**config.mk**
```make
export PLATFORM = sky130hd
export DESIGN_NAME = led_seq_ctrl
export DESIGN_NICKNAME = d
export VERILOG_FILES = /design/src/rtl/led_seq_ctrl.sv
export SDC_FILE = /design/constraint.sdc
export NUM_CORES = 1
export LEC_CHECK = 0
export ABC_CLOCK_PERIOD_IN_PS = 8600
export BUFFER_PORTS_ARGS = -buffer_cell sky130_fd_sc_hd__buf_2
export CORE_MARGIN = 2
export CORE_UTILIZATION = 66
export DETAILED_ROUTE_END_ITERATION = 10
export HOLD_SLACK_MARGIN = 0.03
export MAX_ROUTING_LAYER = met4
export PLACE_DENSITY = 0.82
export SYNTH_ARGS = -nofsm -noshare
export SYNTH_HDL_FRONTEND = slang
export SYNTH_SLANG_ARGS = --single-unit
```
**constraint.sdc**
```tcl
create_clock -name clk -period 8.6 [get_ports clk]
set_clock_uncertainty 0.2 [all_clocks]
set_input_delay 0.43 -clock clk [delete_from_list [all_inputs] [get_ports clk]]
set_output_delay 0.43 -clock clk [all_outputs]
set_load 0.05 [all_outputs]
```
**src/rtl/led_seq_ctrl.sv**
```systemverilog
// LED sequencer: steps a host-written {pattern, dwell} table on a prescaled tick
// and arbitrates the four LEDs against a higher-priority override requester.
module led_seq_ctrl #(
    parameter int unsigned TICK_DIV   = 50000000,
    parameter int unsigned NUM_STEPS  = 8,
    parameter bit          ACTIVE_LOW = 1'b1
) (
    input  logic                         clk,
    input  logic                         rst,
    input  logic                         cfg_we,
    input  logic [$clog2(NUM_STEPS)-1:0] cfg_addr,
    input  logic [3:0]                   cfg_pattern,
    input  logic [7:0]                   cfg_dur,
    input  logic                         start,
    input  logic                         stop,
    input  logic                         ovr_req,
    input  logic [3:0]                   ovr_pattern,
    output logic                         ovr_grant,
    output logic [3:0]                   led,
    output logic                         busy,
    output logic [$clog2(NUM_STEPS)-1:0] step_idx,
    output logic                         wrap
);

    localparam int unsigned AW = $clog2(NUM_STEPS);
    localparam int unsigned PW = $clog2(TICK_DIV);
    localparam logic [PW-1:0] TickLast = PW'(TICK_DIV - 1);
    localparam logic [AW-1:0] LastStep = AW'(NUM_STEPS - 1);
    localparam logic [3:0]    LedOff   = ACTIVE_LOW ? 4'hF : 4'h0;

    typedef enum logic [1:0] {StIdle, StLoad, StRun} state_e;

    state_e        state_q, state_d;
    logic [AW-1:0] step_q, step_d;
    logic [PW-1:0] presc_q, presc_d;
    logic [7:0]    dwell_q, dwell_d;
    logic [3:0]    cur_pat_q, cur_pat_d;
    logic [7:0]    cur_dur_q, cur_dur_d;
    logic          wrap_q, wrap_d;
    logic          grant_q;
    logic [3:0]    led_q, led_d;
    logic [3:0]    led_pat;

    logic [3:0]    pat_tbl [NUM_STEPS];
    logic [7:0]    dur_tbl [NUM_STEPS];

    always_ff @(posedge clk or posedge rst) begin
        if (rst) begin
            for (int unsigned i = 0; i < NUM_STEPS; i++) begin
                pat_tbl[i] <= '0;
                dur_tbl[i] <= '0;
            end
        end else if (cfg_we) begin
            pat_tbl[cfg_addr] <= cfg_pattern;
            dur_tbl[cfg_addr] <= cfg_dur;
        end
    end

    always_comb begin
        state_d   = state_q;
        step_d    = step_q;
        presc_d   = presc_q;
        dwell_d   = dwell_q;
        cur_pat_d = cur_pat_q;
        cur_dur_d = cur_dur_q;
        wrap_d    = 1'b0;
        if (stop) begin
            state_d   = StIdle;
            step_d    = '0;
            presc_d   = '0;
            dwell_d   = '0;
            cur_pat_d = '0;
        end else if (!grant_q) begin
            // A granted override freezes the whole sequencer in place.
            unique case (state_q)
                StIdle: begin
                    if (start && dur_tbl[0] != 8'd0) state_d = StLoad;
                end
                StLoad: begin
                    presc_d = '0;
                    dwell_d = '0;
                    if (dur_tbl[step_q] == 8'd0) begin
                        if (step_q == '0) begin
                            state_d   = StIdle;
                            cur_pat_d = '0;
                        end else begin
                            step_d = '0;
                            wrap_d = 1'b1;
                        end
                    end else begin
                        cur_pat_d = pat_tbl[step_q];
                        cur_dur_d = dur_tbl[step_q];
                        state_d   = StRun;
                    end
                end
                StRun: begin
                    if (presc_q == TickLast) begin
                        presc_d = '0;
                        if (dwell_q == cur_dur_q - 8'd1) begin
                            dwell_d = '0;
                            state_d = StLoad;
                            step_d  = step_q + 1'b1;
                            wrap_d  = (step_q == LastStep);
                        end else begin
                            dwell_d = dwell_q + 8'd1;
                        end
                    end else begin
                        presc_d = presc_q + 1'b1;
                    end
                end
                default: state_d = StIdle;
            endcase
        end
        // cur_pat is held at zero in IDLE, so the sequencer view is "off" there.
        led_pat = ovr_req ? ovr_pattern : cur_pat_d;
        led_d   = ACTIVE_LOW ? ~led_pat : led_pat;
    end

    always_ff @(posedge clk or posedge rst) begin
        if (rst) begin
            state_q   <= StIdle;
            step_q    <= '0;
            presc_q   <= '0;
            dwell_q   <= '0;
            cur_pat_q <= '0;
            cur_dur_q <= '0;
            wrap_q    <= 1'b0;
            grant_q   <= 1'b0;
            led_q     <= LedOff;
        end else begin
            state_q   <= state_d;
            step_q    <= step_d;
            presc_q   <= presc_d;
            dwell_q   <= dwell_d;
            cur_pat_q <= cur_pat_d;
            cur_dur_q <= cur_dur_d;
            wrap_q    <= wrap_d;
            grant_q   <= ovr_req;
            led_q     <= led_d;
        end
    end

    assign ovr_grant = grant_q;
    assign led       = led_q;
    assign busy      = (state_q != StIdle);
    assign step_idx  = step_q;
    assign wrap      = wrap_q;

endmodule

```
# Word-level counts from Yosys, hierarchy flattened
# Index checks and enable logic that the tools add are counted.
[classes] add_sub_neg=4 magnitude_cmp=3 eq_ne=12 n_mux=49 bitwise_logic=6 n_reduce_logical=13
[ops] operator="$mux 26" count=3
[ops] operator="$bwmux 64" count=1
[ops] operator="$mux 8" count=7
[ops] operator="$pmux 26 s2" count=1
[ops] operator="$mux 4" count=9
[ops] operator="$bwmux 32" count=1
[ops] operator="$add 26x1->26 const B" count=1
[ops] operator="$eq 26x26->1 const B" count=1
[ops] operator="$bmux 8 s3" count=1
[ops] operator="$demux 8 s3" count=1
[ops] operator="$mux 3" count=6
[ops] operator="$pmux 8 s2" count=1
[ops] operator="$ne 3x3->1 const B" count=5
[ops] operator="$mux 2" count=7
[ops] operator="$bmux 4 s3" count=1
[ops] operator="$demux 4 s3" count=1
[ops] operator="$add 8x1->8 const B" count=1
[ops] operator="$eq 8x8->1" count=1
[ops] operator="$ge 4x4->1 const B" count=2
[ops] operator="$logic_not 8->1" count=1
[ops] operator="$not 3->4" count=2
[ops] operator="$reduce_bool 8->1" count=1
[ops] operator="$sub 8x1->8 const B" count=1
[ops] operator="$mux 1" count=6
[ops] operator="22 further kinds" count=25
[word_totals] regBits=153 inputBits=25 output_inout_bits=10 wordCells=112

# Depth between registers and ports, before layout
[depth] ltp_word=11 mapped_depth=11 mapped_depth_nobuf=9

# Worst setup path after synthesis
# No wires, ideal clock.
[synth_timing] path_kind="register to register" start="register step_q[2] (netlist: step_idx[2])" end="register step_q[1] (netlist: step_idx[1])" setup_time_ns=0.130 arrival_ns=2.687 t_required_ns=8.270 setup_slack_ns=5.582 stages_incl_launch_ff=9 n_path_buf=2 period_less_slack_ns=3.018 cell_sequence="dfrtp_1 buf_2 buf_1 mux4_2 mux2i_1 nand4_1 or3_4 a311oi_2 o22ai_1"
[synth_via] elab_chain_cells=7 word_cells_on_any_way=9 cone_classes="2 x eq/ne; 3 x mux; 1 x bitwise; 3 x reduce/logical"
[synth_lines] item="from (decl)" line_no="34" source="logic [AW-1:0] step_q, step_d;"
[synth_lines] item="from (signal assigned)" line_no="132" source="step_q <= step_d;"
[synth_lines] item="$not 3->4 (implied by the code)" line_no="82" source="if (dur_tbl[step_q] == 8'd0) begin"
[synth_lines] item="$bmux 8 s3" line_no="82"
[synth_lines] item="$mux 8 (implied by the code) (2 in a row)" line_no="82"
[synth_lines] item="$logic_not 8->1" line_no="82"
[synth_lines] item="$ne 3x3->1 (no line)"
[synth_lines] item="$reduce_and 6->1 (no line) *"
# Every way passes the cells marked *; elsewhere a longest branch is shown, timed or not. The select of a mux whose other input is x is not followed.
# A chain may end at the register's enable or synchronous reset.

# Worst setup path after layout
[layout_timing] start="register step_q[2] (netlist: step_idx[2])" end="register cur_dur_q[2]"
[layout_via] elab_chain_cells=7
[layout_lines] item="$not 3->4 (implied by the code) *" line_no="82, 92"
[layout_lines] item="$bmux 8 s3 *" line_no="82, 92"
[layout_lines] item="$mux 8 (implied by the code) * (2 in a row)" line_no="82, 92"
[layout_lines] item="$logic_not 8->1" line_no="82"
[layout_lines] item="$not 1->1 (no line)"
[layout_lines] item="$reduce_and 4->1 (no line)"
[layout_lines] item="to (signal assigned)" line_no="136" source="cur_dur_q <= cur_dur_d;"
[layout_lines] item="to (decl)" line_no="38" source="logic [7:0] cur_dur_q, cur_dur_d;"
# Marks and branches as above.

==> impl_metrics.csv <==
group,metric,value,unit
route,drt_iter0_drc,466,
logic_synthesis,ys_seq_area_frac,0.5139,
timing,hold_viol,0,
setup_path,worst-endpoint-arrival,3580,ps
floorplan,die_w,110.3,µm
setup_path,cp.required,8650,ps
layout,mostFrequentLayoutCell,"dfrtp_1",
setup_path,critPathTopFamily,"simple AND/OR/NAND/NOR gates",
timing,timing.final.ws_setup,5076,ps
cts,cts_tree,"done",
floorplan,die_y,110.3,µm
floorplan,die_area,0.01217,mm²
setup_path,max_stage_delay,900,ps
cts,ctsHoldBuffers,6,
logic_synthesis,async_flop_share,1.000,
route,viasPerCell,6.399,
setup_path,path_class,"flip-flop to flip-flop",
floorplan,core_area,0.01094,mm²
cts,cts_buffer_depth,2,
pwr,cellLeakagePower,3.701,nW
logic_synthesis,synth_area,0.007460,mm²
global_route,grt_pass1_vias,5104,
route,vias,4927,
logic_synthesis,synthTopCellsByArea,"dfrtp_1, mux2_2, mux4_2",
run,maxCapViolCount,0,
layout,fin_cells,770,
layout,syn_to_final_growth,12.75,%
setup_path,cp-end-kind,"flip-flop",
timing,max_freq,283.7,MHz
timing,setup_viol,0,
placement,gp_congestion,0.8450,
layout,diodes,0,
pwr,total_power,2.041,mW
timing,period_needed,3524,ps
route,wl,16420,µm
layout,drive_gt1_frac,0.3222,
logic_synthesis,ys_ff_latch,153,
global_route,grt.total_usage,0.3071,
global_route,grt_max_degree,81,
setup_path,crit_buf_inv,0,
cts,cts.sinks,153,
cts,cts_resized,0,
layout,layout.nets,653,
cts,cts-root-buf,"clkbuf_16",
layout,final_cell_mix,"dfrtp_1, mux2_2, nand2_1",
global_route,grt_pass1_wl,26450,µm
hold_path,min_path_type,"primary input to flip-flop",
pwr,cellPowerDensity,242.7,mW/mm²
global_route,antenna_found_initial,0,
setup_path,path_cells,"mux4_1 > mux2i_1 > nand4_1 > or2_2 > nand3_1 > o21ai_0",
layout,fillers,666,
global_route,grt-ovfl-total,0,
pwr,max-vdd-ir-drop,0.2515,mV
placement,placed_cells,733,
logic_synthesis,synth_warnings,0,
logic_synthesis,yosys.area.top_type,"dfrtp_1",
logic_synthesis,synth_ff_type,"dfrtp_1",
placement,dp_slack,5199,ps
timing,slew_headroom,0.2024,
cts,worstSkewPairLatency,430,ps
placement,dp_hpwl,10720,µm
setup_path,cp-start-kind,"flip-flop",
timing,slew_violations,0,
setup_path,worstPathMaxFanout,20,
route,drcViolationCount,0,
logic_synthesis,synth.avg_cell_area,12.93,µm²
logic_synthesis,syn-num-nets,612,
logic_synthesis,synth_top_area_share,0.4998,
outcome,status,"complete, no violations",
cts,postCtsSetupBuffers,0,
logic_synthesis,synth_edf_count,0,
route,post_drt_wl_per_cell,21.32,µm
logic_synthesis,synthCells,577,
placement,portBuffers,34,
cts,h-tree-depth,4,
setup_path,critical-path-slowest-cell,"dfrtp_1",
timing,worst_pin_slew,1190,ps
route,drt_pass1_iterations,5,
floorplan,rows,38,
timing,fin_crit_sh,0.4098,
cts,clkTransAtPathRegs,60,ps
logic_synthesis,yosysUniqueCellTypes,57,
route,ant_nets,0,
floorplan,design.portCount,35,
cts,cts_buffers,17,
floorplan,initial_utilization,0.6822,
timing,tns,0,ps
timing,rsz0062_at_grt,"false",
state kept, by name, summed over array words and instances (netlist names):
name	flops
state_q	2
ovr_grant	1
wrap	1
dur_tbl	64
presc_q	26
dwell_q	8
step_idx	3
led	4
cur_dur_q	8
cur_pat_q	4
pat_tbl	32
synthesized netlist by cell type, types with 6 or more instances:
master	number
mux2i_1	19
xor2_1	20
mux4_1	10
nand2_1	36
nor3_1	7
nor2_1	30
clkbuf_1	10
a21oi_1	8
mux4_2	14
ha_1	10
buf_1	6
dfrtp_1	149
and3_1	8
nand3_1	20
mux2_2	97
nand2b_1	6
nand4b_1	6
o21ai_0	22
inv_1	14
nand4_1	11
xnor2_1	10
final cells by class:
class	instances	area (µm²)	share of cell area
Inverter	16	65.06	0.007736
Tap cell	140	175.2	0.02083
Clock buffer	22	484.2	0.05757
Multi-Input combinational cell	384	3462	0.4116
Clock inverter	9	115.1	0.01369
Timing Repair Buffer	46	275.3	0.03273
Sequential cell	153	3834	0.4558
cell families (layout without fill, tap and decap cells):
family                     Yosys count  after routing  synth area share
muxes                              140            140            0.2494
buffers and inverters               40             93           0.02466
DFF                                153            153            0.5139
xor gates and xnor gates            31             31           0.03824
AOI/OAI and AO/OA                   55             55           0.05451
adders and majority gates           10             10           0.01677
and+or+nand+nor                    148            148            0.1025
routing by layer:
layer  share of wire  track usage
met4           0.022       0.1170
met1            0.43       0.3758
met2            0.50       0.4921
met5               0            -
met3           0.048      0.08466
where the power goes:
group          switching [mW]  leakage (nW)  internal [mW]
sequential             0.0930          1.92          0.843
clock                   0.288         0.289          0.457
combinational           0.169          1.49          0.191
path summary, 6_finish.rpt:
path	startpoint	end	cells past startpoint	slack, ps
max	step_idx[2]	cur_dur_q[2]	6	5080
min	cfg_dur[3]	dur_tbl[19]	2	130
max reg2reg	step_idx[2]	cur_dur_q[2]	6	5080
min reg2reg	dur_tbl[23]	dur_tbl[23]	1	300
max in group asynchronous	rst	dur_tbl[12]	4	6340
min in group asynchronous	rst	presc_q[21]	3	440
metrics by stage:
stage | util | cell area (µm²) | hold WS (ps)
final | 0.7691 | 8411 | 126.7
after CTS | 0.7691 | 8411 | 121.1
after global routing | 0.7691 | 8411 | 132.6
after detailed placement | 0.7088 | 7751 | 278.9
after floorplan | - | 7460 | 261.4
after global placement | 0.7088 | 7751 | 276.3
Power figures use the tool's default switching activity.
